### src/rtl/regfile_pkg.sv
// Register-file constants shared by regfile_sb and regfile_scoreboard:
// default sizes, the zero word and the enable encodings.
package regfile_pkg;

   localparam int REG_NUM_LOG2 = 5;
   localparam int REG_NUM      = 1 << REG_NUM_LOG2;
   localparam int REG_DATA_W   = 32;

   localparam logic [REG_DATA_W-1:0] ZERO_WORD = '0;

   localparam logic WE_ON  = 1'b1;
   localparam logic WE_OFF = 1'b0;
   localparam logic RE_ON  = 1'b1;
   localparam logic RE_OFF = 1'b0;

endpackage

### src/rtl/regfile_scoreboard.sv
// Busy-bit scoreboard, one flop per register (r0 is never busy).
// Ports: clk, rst (async, active-low), we/waddr (writeback clears), rsv_en/rsv_addr (issue
// sets), flush (clears all), busy (busy vector). Priority: flush > reserve > writeback clear.
module regfile_scoreboard
   import regfile_pkg::*;
#(
   parameter int ADDR_W = REG_NUM_LOG2,
   parameter int NUM_WR = 2
) (
   input  logic                     clk,
   input  logic                     rst,
   input  logic [NUM_WR-1:0]        we,
   input  logic [NUM_WR*ADDR_W-1:0] waddr,
   input  logic                     rsv_en,
   input  logic [ADDR_W-1:0]        rsv_addr,
   input  logic                     flush,
   output logic [(1<<ADDR_W)-1:0]   busy
);

   localparam int NREG = 1 << ADDR_W;

   logic [NREG-1:0] busy_q;
   logic [NREG-1:0] busy_nxt;

   // Clears are applied first so a same-cycle reservation overrides them.
   always_comb begin
      busy_nxt = busy_q;
      if (flush) begin
         busy_nxt = '0;
      end else begin
         for (int i = 0; i < NUM_WR; i++) begin
            if (we[i] == WE_ON)
               busy_nxt[waddr[i*ADDR_W +: ADDR_W]] = 1'b0;
         end
         if (rsv_en)
            busy_nxt[rsv_addr] = 1'b1;
         busy_nxt[0] = 1'b0;
      end
   end

   always_ff @(posedge clk or negedge rst) begin
      if (!rst) busy_q <= '0;
      else      busy_q <= busy_nxt;
   end

   assign busy = busy_q;

endmodule

### src/rtl/regfile_sb.sv
// Multi-port register file with scoreboard: NUM_WR sync write ports, NUM_RD comb read ports.
// Ports: clk, rst (async active-low), we/waddr/wdata, re/raddr/rdata/rbusy, rsv_en/rsv_addr,
// flush. Macro REGFILE_BYPASS_EN forwards same-cycle write data to matching read ports.
module regfile_sb
   import regfile_pkg::*;
#(
   parameter int DATA_W = REG_DATA_W,
   parameter int ADDR_W = REG_NUM_LOG2,
   parameter int NUM_RD = 2,
   parameter int NUM_WR = 2
) (
   input  logic                     clk,
   input  logic                     rst,
   input  logic [NUM_WR-1:0]        we,
   input  logic [NUM_WR*ADDR_W-1:0] waddr,
   input  logic [NUM_WR*DATA_W-1:0] wdata,
   input  logic [NUM_RD-1:0]        re,
   input  logic [NUM_RD*ADDR_W-1:0] raddr,
   output logic [NUM_RD*DATA_W-1:0] rdata,
   output logic [NUM_RD-1:0]        rbusy,
   input  logic                     rsv_en,
   input  logic [ADDR_W-1:0]        rsv_addr,
   input  logic                     flush
);

   localparam int NREG = 1 << ADDR_W;
   localparam logic [DATA_W-1:0] ZW = DATA_W'(ZERO_WORD);

   logic [DATA_W-1:0] regs [NREG];
   logic [NREG-1:0]   busy;

   regfile_scoreboard #(
      .ADDR_W (ADDR_W),
      .NUM_WR (NUM_WR)
   ) u_sb (
      .clk      (clk),
      .rst      (rst),
      .we       (we),
      .waddr    (waddr),
      .rsv_en   (rsv_en),
      .rsv_addr (rsv_addr),
      .flush    (flush),
      .busy     (busy)
   );

   // Ports are visited in ascending order, so the last NBA (highest port) wins.
   always_ff @(posedge clk or negedge rst) begin
      if (!rst) begin
         for (int r = 0; r < NREG; r++)
            regs[r] <= ZW;
      end else begin
         for (int i = 0; i < NUM_WR; i++) begin
            if (we[i] == WE_ON && waddr[i*ADDR_W +: ADDR_W] != '0)
               regs[waddr[i*ADDR_W +: ADDR_W]] <= wdata[i*DATA_W +: DATA_W];
         end
      end
   end

   always_comb begin
      rdata = '0;
      rbusy = '0;
      for (int j = 0; j < NUM_RD; j++) begin
         if (rst && re[j] == RE_ON) begin
            rdata[j*DATA_W +: DATA_W] = regs[raddr[j*ADDR_W +: ADDR_W]];
            rbusy[j] = busy[raddr[j*ADDR_W +: ADDR_W]] &&
                       (raddr[j*ADDR_W +: ADDR_W] != '0);
`ifdef REGFILE_BYPASS_EN
            for (int i = 0; i < NUM_WR; i++) begin
               if (we[i] == WE_ON &&
                   waddr[i*ADDR_W +: ADDR_W] != '0 &&
                   waddr[i*ADDR_W +: ADDR_W] == raddr[j*ADDR_W +: ADDR_W]) begin
                  rdata[j*DATA_W +: DATA_W] = wdata[i*DATA_W +: DATA_W];
                  rbusy[j] = 1'b0;
               end
            end
`endif
         end
      end
   end

endmodule

### config.mk
export PLATFORM = sky130hd
export DESIGN_NAME = regfile_sb
export DESIGN_NICKNAME = d
export VERILOG_FILES = /design/src/rtl/regfile_pkg.sv /design/src/rtl/regfile_scoreboard.sv /design/src/rtl/regfile_sb.sv
export SDC_FILE = /design/constraint.sdc
export NUM_CORES = 2
export LEC_CHECK = 0
export CORE_MARGIN = 5
export CORE_UTILIZATION = 41
export CTS_CLUSTER_DIAMETER = 100
export DETAILED_ROUTE_END_ITERATION = 6
export SETUP_SLACK_MARGIN = 0.2
export SYNTH_ARGS = -nofsm -noshare
export SYNTH_HDL_FRONTEND = slang
export SYNTH_SLANG_ARGS = --single-unit
### constraint.sdc
create_clock -name clk -period 6.2 [get_ports clk]
set_input_delay 1.86 -clock clk [delete_from_list [all_inputs] [get_ports clk]]
set_output_delay 1.86 -clock clk [all_outputs]
set_load 0.02 [all_outputs]
# [Word level (Yosys, flattened, before mapping)]
# Index checks and enable logic that the tools add are counted.
[totals] reg_bits=1056 latch_bits=0 ram_bits=0 romBits=0 in_bits=97 word_cells=105 n_memories=0
[classes] n_addsub=0 n_mul=0 div_mod_pow=0 order_cmp=14 n_eq_ne=0 n_shift=0 n_mux=34 bitwise=9 reduce_logical=15
[ops] op="1024-bit bitwise mux" count=2
[ops] op="1024-bit two-way mux" count=2
[ops] op="32-bit two-way mux" count=14
[ops] op="32-bit binary-select mux with 5-bit select" count=2
[ops] op="32-bit demux with 5-bit select" count=2
[ops] op="32-bit AND" count=2
[ops] op="32-bit NOT" count=2
[ops] op="32-bit OR" count=1
[ops] op="5-bit by 6-bit less-than comparator with 1-bit output, second input constant" count=5
[ops] op="6-bit >= comparator, second input constant" count=4
[ops] op="5-bit NOT with 6-bit output" count=4
[ops] op="5-bit nonzero test" count=4
[ops] op="1-bit demux with 5-bit select" count=3
[ops] op="5-bit by 1-bit >= comparator with 1-bit output, second input constant" count=3
[ops] op="6-bit by 1-bit less-than comparator with 1-bit output, second input constant" count=2
[ops] op="1-bit logical AND" count=11
[ops] op="1-bit binary-select mux with 5-bit select" count=2
[ops] op="1-bit two-way mux" count=7

# [Depth between registers and ports, before layout]
[depth] depth_word=14 ltp_mapped=9 ltp_nobuf=4

# [Hierarchy]
# Synthesis repeated with hierarchy kept, for this count alone.
[unflattened] hier_cells=6428 hier_area_um2=66033.3
[by_module_without_submodules] module="regfile_sb" instances=1 cells_per_inst=6249 area_per_inst_um2=64330.4 seq_area_each_um2=25624.6
[by_module_without_submodules] module="regfile_scoreboard" instances=1 cells_per_inst=179 area_per_inst_um2=1702.9 seq_area_each_um2=775.7

# [Worst setup path after synthesis]
# Ideal clock, no wire load.
[synth_timing] path_type="input to output" start="input raddr[0]" end="output rdata[30]" arrival_time_ns=3.370 required_ns=4.340 path_slack_ns=0.970 cell_stages=7 n_path_buf=3 cell_sequence="buf_2 > buf_6 > buf_4 > mux4_2 > mux2_2 > nand2_1 > a31oi_1"
[synth_between] elab_chain_len=5
[synth_lines] item="start, declared" line="regfile_sb.sv:18" source="input logic [NUM_RD*ADDR_W-1:0] raddr,"
[synth_lines] item="5-bit NOT with 6-bit output (implied by the code)" line="regfile_sb.sv:64" source="rdata[j*DATA_W +: DATA_W] = regs[raddr[j*ADDR_W +: ADDR_W]];"
[synth_lines] item="32-bit binary-select mux with 5-bit select" line="regfile_sb.sv:64"
[synth_lines] item="32-bit two-way mux (implied by the code) (2 in a row)" line="regfile_sb.sv:64"
[synth_lines] item="32-bit two-way mux" line="regfile_sb.sv:63" source="if (rst && re[j] == RE_ON) begin"
[synth_lines] item="end, declared" line="regfile_sb.sv:19" source="output logic [NUM_RD*DATA_W-1:0] rdata,"
# Every way passes these cells. The select of a mux whose other input is x is not followed.

# [Worst setup path in the final report]
[layout_timing] start="input raddr[3]" end="output rdata[12]"
# Same word-level chain as after synthesis.

==> qor.yml <==
cts:
  cts_root_buf: "clkbuf_16"
  cts_sinks: 1055
  insertion_delay_ps: 770
  clk_pin_slew_worst_paths_ps: 60
  cts_hold_buf: 0
  tritoncts: "yes"
  cts-buffers-inserted: 118
  htreeDepth: 3
  clock_path_buffers: 3
synth:
  synth_ff_type: "dfrtp_1"
  ys_seq_area_share_pct: 39.65
  netlist_area_um2: 66590
  netlist-cell-type-count: 47
  synth_cells: 6381
  synth-edff-count: 0
  syn_avg_cell_area_um2: 10.44
  synth-seq-cells: 1055
  syn-num-nets: 6478
  synthArstFlopShare_pct: 100.0
  ys.warnings.count: 0
worst_setup_path:
  reg2reg_depth: 2
  crit_end: "rdata[12]"
  cp-start-kind: "input pin"
  crit_slowest_cell: "clkdlybuf4s50_1"
  reg2reg_from: "regs[980]$_DFF_PN0_"
  worstPathArrival_ps: 4180
  cp_cell_sequence: "clkdlybuf4s50_1 -> buf_4 -> nand3_2 -> buf_12 -> a21oi_1 -> nand3_1 -> a31oi_1 -> buf_4"
  critPathMaxFanout: 32
  cpPeakStageDelay_ps: 560
  crit_path_frequent_cell: "buf_4"
  crit_start: "raddr[3]"
  ff2ff_setup_slack_ps: 5340
  required_ps: 4340
  endpoint_kind: "output pin"
  r2r-end: "regs[980]$_DFF_PN0_"
  timing.setup.critical_path_class: "input pin to output pin"
routing:
  totalWireLength_mm: 271.2
  dr_total_vias: 54600
  first_pass_iters: 7
  drt_iter0_drc: 7812
  avgViaCountPerCell: 6.401
  wl_met2_mm: 118.7
  ant_nets: 0
  drc: 8
  routed.top_layer: "met5"
  met3WireLength_mm: 30.74
  routedWlPerCell_um: 31.80
  drt-met1-wl_mm: 105.6
power_and_ir_drop:
  power_uw: 23520
  leakage_uw: 0.03307
  ir_worst_vdd_mv: 0.3088
  power.density_nw_per_um2: 311.6
floorplanning:
  die_w_um: 413.0
  die_y_um: 413.0
  num_rows: 148
  core-area_um2: 162000
  die_area_um2: 170600
  ios: 163
  initial_core_util_pct: 41.10
sta:
  setup_viol: 0
  finalHoldViolCount: 0
  min_period_ps: 6037
  max_freq_mhz: 165.6
  maxSlewHeadroom_pct: 11.62
  fin_ws_ps: 162.7
  tns_ps: 0
  finalMaxSlewViolations: 0
  worst_hold_slack_ps: 393.5
  rsz0062_at_grt: "false"
  timing.final.crit_share_pct: 97.38
  skew_ps: 0
  tightest_slew_ps: 1323
layout:
  nNetsFinal: 6341
  syn_to_final_growth_pct: 13.33
  final_area_um2: 75470
  mostFrequentLayoutCells: "mux2i_1 (1345), dfrtp_1 (1055), a21oi_1 (639)"
  final_common_cell: "mux2i_1"
  drive_above_1_share_pct: 18.32
placement:
  gp_congestion: 0.9225
  place_area_um2: 71090
  numPortBuffers: 162
  dp_hpwl_mm: 169.5
  dp_slack_ps: -119.3
grt:
  antenna_found_initial: 16
  track_usage_pct: 31.03
  grt_pass1_wl_mm: 385.4
  grt_pass1_vias: 52200
  grt_max_degree: 159
  grt_remaining_overflow: 0
status:
  violations: "design-rule violations"
  status: "finished, violations left"
worst_hold_path:
  hold_path.class: "register to register"
job:
  drv_cap: 0
## final cells by class
cell class                 instances  area [um^2]
antenna                           11        27.53
clock buffer                     178         3542
clock inverter                    41        586.8
fill                           14920        86560
multi-input combinational       4558        36980
sequential                      1055        26400
tap                             2175         2721
timing repair buffer             511         5215
## state kept, by name, indices dropped and copies added, names as in the netlist
register	count
u_sb.busy	31
regs	1024
## critical path: cells and delay by family
family / cells / cell delay [ps]
buf+inv: 4 / 1280
simple gates: 2 / 220
compound gates: 2 / 760
## how the worst min path moves through the flow
stage / cells after the start / endpoint / start
2_1_floorplan: 1 / regs[1000]$_DFF_PN0_ / regs[1000]$_DFF_PN0_
3_3_place_gp: 0 / regs[994]$_DFF_PN0_ / regs[994]$_DFF_PN0_
3_5_place_dp: 0 / regs[1017]$_DFF_PN0_ / regs[1017]$_DFF_PN0_
4_1_cts: 0 / regs[1005]$_DFF_PN0_ / regs[1005]$_DFF_PN0_
5_1_grt: 0 / regs[1012]$_DFF_PN0_ / regs[1012]$_DFF_PN0_
6_report: 0 / regs[1005]$_DFF_PN0_ / regs[1005]$_DFF_PN0_
## routing by layer
metal,up-vias,global-route usage [%]
met5,-,0
met4,10,15.20
met3,792,8.137
met2,3445,46.30
met1,27480,41.96
li1,22870,-
## power by group
part           switching [uW]  internal (uW)  total [uW]
Sequential               1410           8620       10000
Combinational            2800           3080        5880
Clock                    3140           4470        7610
## kinds of logic (layout without fill, tap and decap cells)
family	count (synthesis)	in the layout	share of synthesized area (%)
buffers and inverters	768	730	5.678
multiplexers	1807	1807	34.77
AND/OR/NAND/NOR	1411	1411	8.863
AO/OA/AOI/OAI	1340	1340	11.04
other	0	11	0
flip-flops	1055	1055	39.65
## cell usage after synthesis, drive strengths merged, types with 5 or more instances
library cell | n | share of area (%)
a32oi | 43 | 0.57
and2 | 5 | 0.047
dfrtp | 1055 | 40
nor2 | 599 | 3.6
a31oi | 64 | 0.60
or3b | 5 | 0.066
mux2i | 1345 | 20
buf | 338 | 3.2
and3 | 6 | 0.056
nor3 | 21 | 0.16
nor3b | 14 | 0.21
a22o | 64 | 0.84
clkbuf | 430 | 2.5
a21oi | 639 | 4.8
nand3b | 22 | 0.31
and3b | 11 | 0.14
o21ai | 464 | 3.5
mux4 | 398 | 13
a22oi | 64 | 0.72
mux2 | 64 | 1.1
nand3 | 70 | 0.53
nand2 | 641 | 3.6
nor2b | 6 | 0.056
## repair_timing
| action | 4_1_cts | 5_1_grt |
|---|---|---|
| buffers inserted | 5 | 2 |
| resized for setup | 31 | 8 |
| pin swaps | 0 | 0 |
| cloned | 0 | 1 |
| endpoints found under the setup margin | 24 | 11 |
## metrics by stage
stage | instances | utilization [%]
2_1_floorplan | 6381 | -
3_3_place_gp | 8291 | 43.88
3_5_place_dp | 8291 | 43.88
4_1_cts | 8515 | 46.50
5_1_grt | 8520 | 46.56
6_report | 8529 | 46.58
Note: power is estimated with default switching activity, not from simulation.
